**src/rtl/uart_tx_ctrl_if.sv**
```systemverilog
// Purpose: request/PISO/serial-line bundle between a byte requester, the PISO and uart_tx_ctrl.
// Latency: wires only; Load_data is combinational from Tx_start inside the controller.
// Backpressure: Tx_busy high means Tx_start is ignored (no queuing); requester must retry.
interface uart_tx_ctrl_if;
    logic       Tx_start;    // transmit request
    logic [7:0] Tx_data_in;  // byte to send, also feeds the PISO parallel input
    logic       piso_data;   // current serial bit presented by the PISO
    logic       Load_data;   // PISO load pulse
    logic       shift;       // PISO shift pulse
    logic       Tx_line;     // serial output, idles high
    logic       Tx_busy;     // frame in progress
    logic       Tx_done;     // one-cycle end-of-frame pulse

    // Requester side (also carries the PISO serial return into the controller).
    modport master (
        output Tx_start,
        output Tx_data_in,
        output piso_data,
        input  Load_data,
        input  shift,
        input  Tx_line,
        input  Tx_busy,
        input  Tx_done
    );

    // Framing controller side.
    modport slave (
        input  Tx_start,
        input  Tx_data_in,
        input  piso_data,
        output Load_data,
        output shift,
        output Tx_line,
        output Tx_busy,
        output Tx_done
    );
endinterface

```
**src/rtl/uart_tx_ctrl.sv**
```systemverilog
// Purpose: UART transmit framing FSM: start, 8 data bits LSB first from the PISO, optional parity, stop.
// Latency: Load_data same cycle as an accepted Tx_start; start bit on the line the cycle after acceptance.
// Backpressure: Tx_start only accepted in IDLE (including the Tx_done cycle); requests while busy are dropped.
module uart_tx_ctrl #(
    parameter int CLKS_PER_BIT = 16,
    parameter int PARITY_EN    = 1,
    parameter int PARITY_ODD   = 0
) (
    input  logic          clk,
    input  logic          tx_reset,
    uart_tx_ctrl_if.slave tx
);
    // Single-bit-wide counter would be degenerate; CLKS_PER_BIT >= 2 keeps BCW >= 1.
    localparam int              BCW       = (CLKS_PER_BIT > 1) ? $clog2(CLKS_PER_BIT) : 1;
    localparam logic [BCW-1:0]  BCNT_LAST = BCW'(CLKS_PER_BIT - 1);
    localparam logic [BCW-1:0]  BCNT_ONE  = BCW'(1);

    typedef enum logic [2:0] {
        S_IDLE   = 3'd0,
        S_START  = 3'd1,
        S_DATA   = 3'd2,
        S_PARITY = 3'd3,
        S_STOP   = 3'd4
    } state_t;

    state_t         state_q;
    logic [BCW-1:0] bcnt_q;
    logic [2:0]     bidx_q;
    logic           par_q;
    logic           done_q;

    logic           accept_d;
    logic           bit_end_d;
    logic           par_d;
    logic           line_d;

    // Request acceptance, end-of-bit strobe and parity of the incoming byte.
    always_comb begin
        accept_d  = tx_reset && (state_q == S_IDLE) && tx.Tx_start;
        bit_end_d = (bcnt_q == BCNT_LAST);
        par_d     = (PARITY_ODD != 0) ? ~^tx.Tx_data_in : ^tx.Tx_data_in;
    end

    // Serial line is a pure function of registered state plus the PISO bit, so no input glitches reach it.
    always_comb begin
        line_d = 1'b1;
        case (state_q)
            S_IDLE:   line_d = 1'b1;
            S_START:  line_d = 1'b0;
            S_DATA:   line_d = tx.piso_data;
            S_PARITY: line_d = par_q;
            S_STOP:   line_d = 1'b1;
            default:  line_d = 1'b1;
        endcase
    end

    // PISO controls: load only when a request is taken, shift at the last cycle of each data bit.
    // These are mutually exclusive because load needs IDLE and shift needs DATA.
    assign tx.Load_data = accept_d;
    assign tx.shift     = (state_q == S_DATA) && bit_end_d;
    assign tx.Tx_line   = line_d;
    assign tx.Tx_busy   = (state_q != S_IDLE);
    assign tx.Tx_done   = done_q;

    // Framing FSM with baud counter, bit index, latched parity and registered done pulse.
    always_ff @(posedge clk) begin
        if (!tx_reset) begin
            state_q <= S_IDLE;
            bcnt_q  <= '0;
            bidx_q  <= '0;
            par_q   <= 1'b0;
            done_q  <= 1'b0;
        end else begin
            done_q <= 1'b0;
            case (state_q)
                S_IDLE: begin
                    if (accept_d) begin
                        par_q   <= par_d;
                        bcnt_q  <= '0;
                        bidx_q  <= '0;
                        state_q <= S_START;
                    end
                end
                S_START: begin
                    bcnt_q <= bit_end_d ? '0 : bcnt_q + BCNT_ONE;
                    if (bit_end_d) begin
                        state_q <= S_DATA;
                    end
                end
                S_DATA: begin
                    bcnt_q <= bit_end_d ? '0 : bcnt_q + BCNT_ONE;
                    if (bit_end_d) begin
                        bidx_q <= bidx_q + 3'd1;
                        if (bidx_q == 3'd7) begin
                            state_q <= (PARITY_EN != 0) ? S_PARITY : S_STOP;
                        end
                    end
                end
                S_PARITY: begin
                    bcnt_q <= bit_end_d ? '0 : bcnt_q + BCNT_ONE;
                    if (bit_end_d) begin
                        state_q <= S_STOP;
                    end
                end
                S_STOP: begin
                    bcnt_q <= bit_end_d ? '0 : bcnt_q + BCNT_ONE;
                    if (bit_end_d) begin
                        state_q <= S_IDLE;
                        done_q  <= 1'b1;
                    end
                end
                default: begin
                    state_q <= S_IDLE;
                    bcnt_q  <= '0;
                    bidx_q  <= '0;
                end
            endcase
        end
    end
endmodule

```
**src/flat_wrapper.sv**
```systemverilog
// flat-port wrapper written by rule: the top's interface ports become plain ports
module uart_tx_ctrl_flat 
#(
    parameter int CLKS_PER_BIT = 16,
    parameter int PARITY_EN    = 1,
    parameter int PARITY_ODD   = 0
)
  (clk, tx_reset, tx_Tx_start, tx_Tx_data_in, tx_piso_data, tx_Load_data, tx_shift, tx_Tx_line, tx_Tx_busy, tx_Tx_done);
  uart_tx_ctrl_if tx_i ();
  input  logic clk;
  input  logic tx_reset;
  input wire logic [$bits(tx_i.Tx_start)-1:0] tx_Tx_start;
  input wire logic [$bits(tx_i.Tx_data_in)-1:0] tx_Tx_data_in;
  input wire logic [$bits(tx_i.piso_data)-1:0] tx_piso_data;
  output wire logic [$bits(tx_i.Load_data)-1:0] tx_Load_data;
  output wire logic [$bits(tx_i.shift)-1:0] tx_shift;
  output wire logic [$bits(tx_i.Tx_line)-1:0] tx_Tx_line;
  output wire logic [$bits(tx_i.Tx_busy)-1:0] tx_Tx_busy;
  output wire logic [$bits(tx_i.Tx_done)-1:0] tx_Tx_done;
  assign tx_i.Tx_start = tx_Tx_start;
  assign tx_i.Tx_data_in = tx_Tx_data_in;
  assign tx_i.piso_data = tx_piso_data;
  assign tx_Load_data = tx_i.Load_data;
  assign tx_shift = tx_i.shift;
  assign tx_Tx_line = tx_i.Tx_line;
  assign tx_Tx_busy = tx_i.Tx_busy;
  assign tx_Tx_done = tx_i.Tx_done;
  uart_tx_ctrl #(.CLKS_PER_BIT(CLKS_PER_BIT), .PARITY_EN(PARITY_EN), .PARITY_ODD(PARITY_ODD)) u_core (.clk(clk), .tx_reset(tx_reset), .tx(tx_i));
endmodule
```
**config.mk**
```make
export PLATFORM = sky130hd
export DESIGN_NAME = uart_tx_ctrl_flat
export DESIGN_NICKNAME = d
export VERILOG_FILES = /design/src/rtl/uart_tx_ctrl_if.sv /design/src/rtl/uart_tx_ctrl.sv /design/src/flat_wrapper.sv
export SDC_FILE = /design/constraint.sdc
export NUM_CORES = 1
export LEC_CHECK = 0
export ABC_AREA = 1
export CORE_MARGIN = 5
export CORE_UTILIZATION = 49
export DETAILED_ROUTE_END_ITERATION = 6
export PLACE_DENSITY = 0.77
export SLEW_MARGIN = 5
export SYNTH_ARGS = -nofsm -noshare
export SYNTH_HDL_FRONTEND = slang
export SYNTH_SLANG_ARGS = --single-unit
```
**constraint.sdc**
```tcl
create_clock -name clk -period 1.63 [get_ports clk]
set_input_delay 0.326 -clock clk [delete_from_list [all_inputs] [get_ports clk]]
set_output_delay 0.326 -clock clk [all_outputs]
set_load 0.005 [all_outputs]
```
==> out/results.ini <==
[status]
outcome=finished clean

[worst_setup_path]
cp_data_required_time_ps=1300
crit_type=reg2out
regToRegEndpoint=u_core.bidx_q[1]
rr_worst_depth=10
startpoint_type=flip-flop
r2r-start=u_core.state_q[0]
cp.arrival_ps=1240
path_max_fanout=4
cp-end-kind=primary output
r2r_slack_ps=160

[power]
power.density_nw_per_um2=1576
peakVddDrop_mv=0.7795
total_power_w=0.001855
power_leakage_nw=0.5386

[clock_tree]
htreeDepth=1
cts_made_buffers=3
clock_sinks=12
cts_root_buf=clkbuf_4
hold_buffers=0
clkSlewWorstSetupHoldPaths_ps=80
clk_path_buf_depth=2
clk_latency_ps=280
cts_tree=done

[routing]
wire_per_inst_um=11.59
vias_per_cell=5.163
via_count=857
drtPass1Iterations=4
wl_um=1924
drc=0
ant_nets=0
first_iter_violations=8

[grt]
met2_usage_pct=32.44
busiest_layer=met2
use_met1_pct=17.49
overflow=0
grt_util_met3_pct=3.550
grt_max_degree=9
antenna_found_initial=0
grt_first_pass_wirelength_um=3374
grt_pass1_vias=843
grt.total_usage_pct=16.76

[min_path]
min_from=u_core.par_q
hold_end=u_core.par_q
hp-class=reg2reg
whs_path_depth=2

[floorplan]
ios=17
die_y_um=50.62
initial_core_util_pct=52.44
num_rows=14
die_w_um=50.62
design.die.area_um2=2562
core_um2=1541

[synth]
synth.net_count=127
ys_seq_area_share_pct=29.72
postSynthAreaPerCell_um2=7.217
ys_types=22
postSynthCellCount=112
synth_seq_cells=12
ys_warn_count=0
syn_area_um2=808.3

[cells_and_area]
regArea_um2=251.5
multi_input_area_um2=554.3
finalInstanceArea_um2=1177
drive_gt1_share_pct=32.67
area_growth_pct=45.67
fin_nets=166
final_common_cell=nand2_1
insertedDiodeCount=0
fill_cells=134
final_cell_mix=31 x nand2_1, 19 x buf_4, 12 x clkdlybuf4s50_1, 11 x nand3_1, 9 x nor2_1

[sta]
slew_viol_final=0
relSlewSlack_pct=74.69
fmax_mhz=638.3
finalHoldViolations=0
finalSetupViolations=0
rsz0062_at_grt=false
fin_crit_sh_pct=96.12
worstMarginPinSlew_ps=378.1
clock-skew-final_ps=7.258
period_minus_slack_ps=1567

[placement]
port_buffers=16
dpl_cell_area_um2=1082
dpl.hpwl_um=1409
gp_congestion=0.8544

[job]
cap_violations=0

[power by group]
| group | total, W | internal, W | switching (W) |
|---|---|---|---|
| Sequential | 0.000463 | 0.000388 | 0.0000756 |
| Combinational | 0.00115 | 0.000538 | 0.000608 |
| Clock | 0.000247 | 0.000136 | 0.000111 |
| Total | 0.00186 | 0.00106 | 0.000794 |
[worst max-delay path by stage]
| stage | end | cells past startpoint | slack, ps | start |
|---|---|---|---|---|
| 2_1_floorplan | u_core.state_q[0] | 8 | 340 | u_core.bcnt_q[0] |
| 6_report | tx_Load_data | 4 | 60 | u_core.state_q[0] |
| 3_5_place_dp | tx_Load_data | 4 | -220 | tx_reset |
| 3_3_place_gp | tx_Load_data | 4 | -210 | tx_reset |
| 4_1_cts | tx_shift | 5 | 9 | u_core.state_q[2] |
| 5_1_grt | tx_Load_data | 4 | 4 | u_core.state_q[0] |
[Yosys cell counts]
cell type	instances	area (µm²)
nor2_1	10	37.54
nor2_4	4	45.04
xnor2_1	4	35.03
nand2_2	3	18.77
nand3_1	11	55.05
nand2_1	32	120.1
o211ai_1	1	7.510
buf_6	1	11.26
nand3_2	3	30.03
o21ai_0	1	5.000
nor3_1	1	5.000
nand3b_1	2	15.01
inv_1	5	18.77
dfxtp_1	12	240.2
nor2_2	2	12.51
nor3_2	1	10.01
xor2_1	5	43.79
inv_2	1	3.750
ha_1	3	37.54
nand2_4	1	11.26
o21ai_1	3	15.01
a21oi_1	6	30.03
[cell families after synthesis]
kind of cell | synth area share, %
simple gates | 44.58
fa+ha+maj | 4.644
xor+xnor | 9.752
compound gates | 7.120
flops | 29.72
buf+inv | 4.179
[sequential cells by signal (all words and copies together), names as in the netlist]
signal             flops
u_core.bidx_q          3
u_core.bcnt_q          4
u_core.tx.Tx_done      1
u_core.state_q         3
u_core.par_q           1
[per-stage QoR]
stage / hold slack [ps] / std cells / setup TNS (ps) / util [%] / setup WS, ps
6_report: 470.4 / 166 / 0 / 76.38 / 63.27
5_1_grt: 510.5 / 166 / 0 / 76.38 / 4.255
4_1_cts: 476.7 / 167 / 0 / 76.54 / 9.069
3_5_place_dp: 462.8 / 157 / -385.6 / 70.21 / -222.7
3_3_place_gp: 451.6 / 157 / -339.4 / 70.21 / -212.8
2_1_floorplan: 436.0 / 112 / 0 / - / 335.6
[what timing repair did]
action                     4_1_cts  5_1_grt
setup endpoints to repair        4        7
pin swaps                        1        7
resized for setup               15        7
setup buffers                    6        0
[critical path, stage by stage (launching register included)]
cell           delay, ps
dfxtp_4              370
nor2_4               150
nand2_2               90
nor2_4               110
dlygate4sd2_1        230
[cell type report]
| cell class | count | share of cell area [%] |
|---|---|---|
| sequential | 12 | 21.36 |
| clock buffer | 4 | 3.082 |
| timing repair buffer | 35 | 24.87 |
| inverter | 6 | 1.913 |
| multi-input combinational | 93 | 47.08 |
| tap | 16 | 1.700 |
[per-layer routing]
layer / part of all wire (%) / vias up
met5: 0 / -
met2: 55 / 15
li1: - / 446
met3: 4.3 / 4
met4: 1.1 / 0
met1: 40 / 392
(Power assumes the default switching activity.)
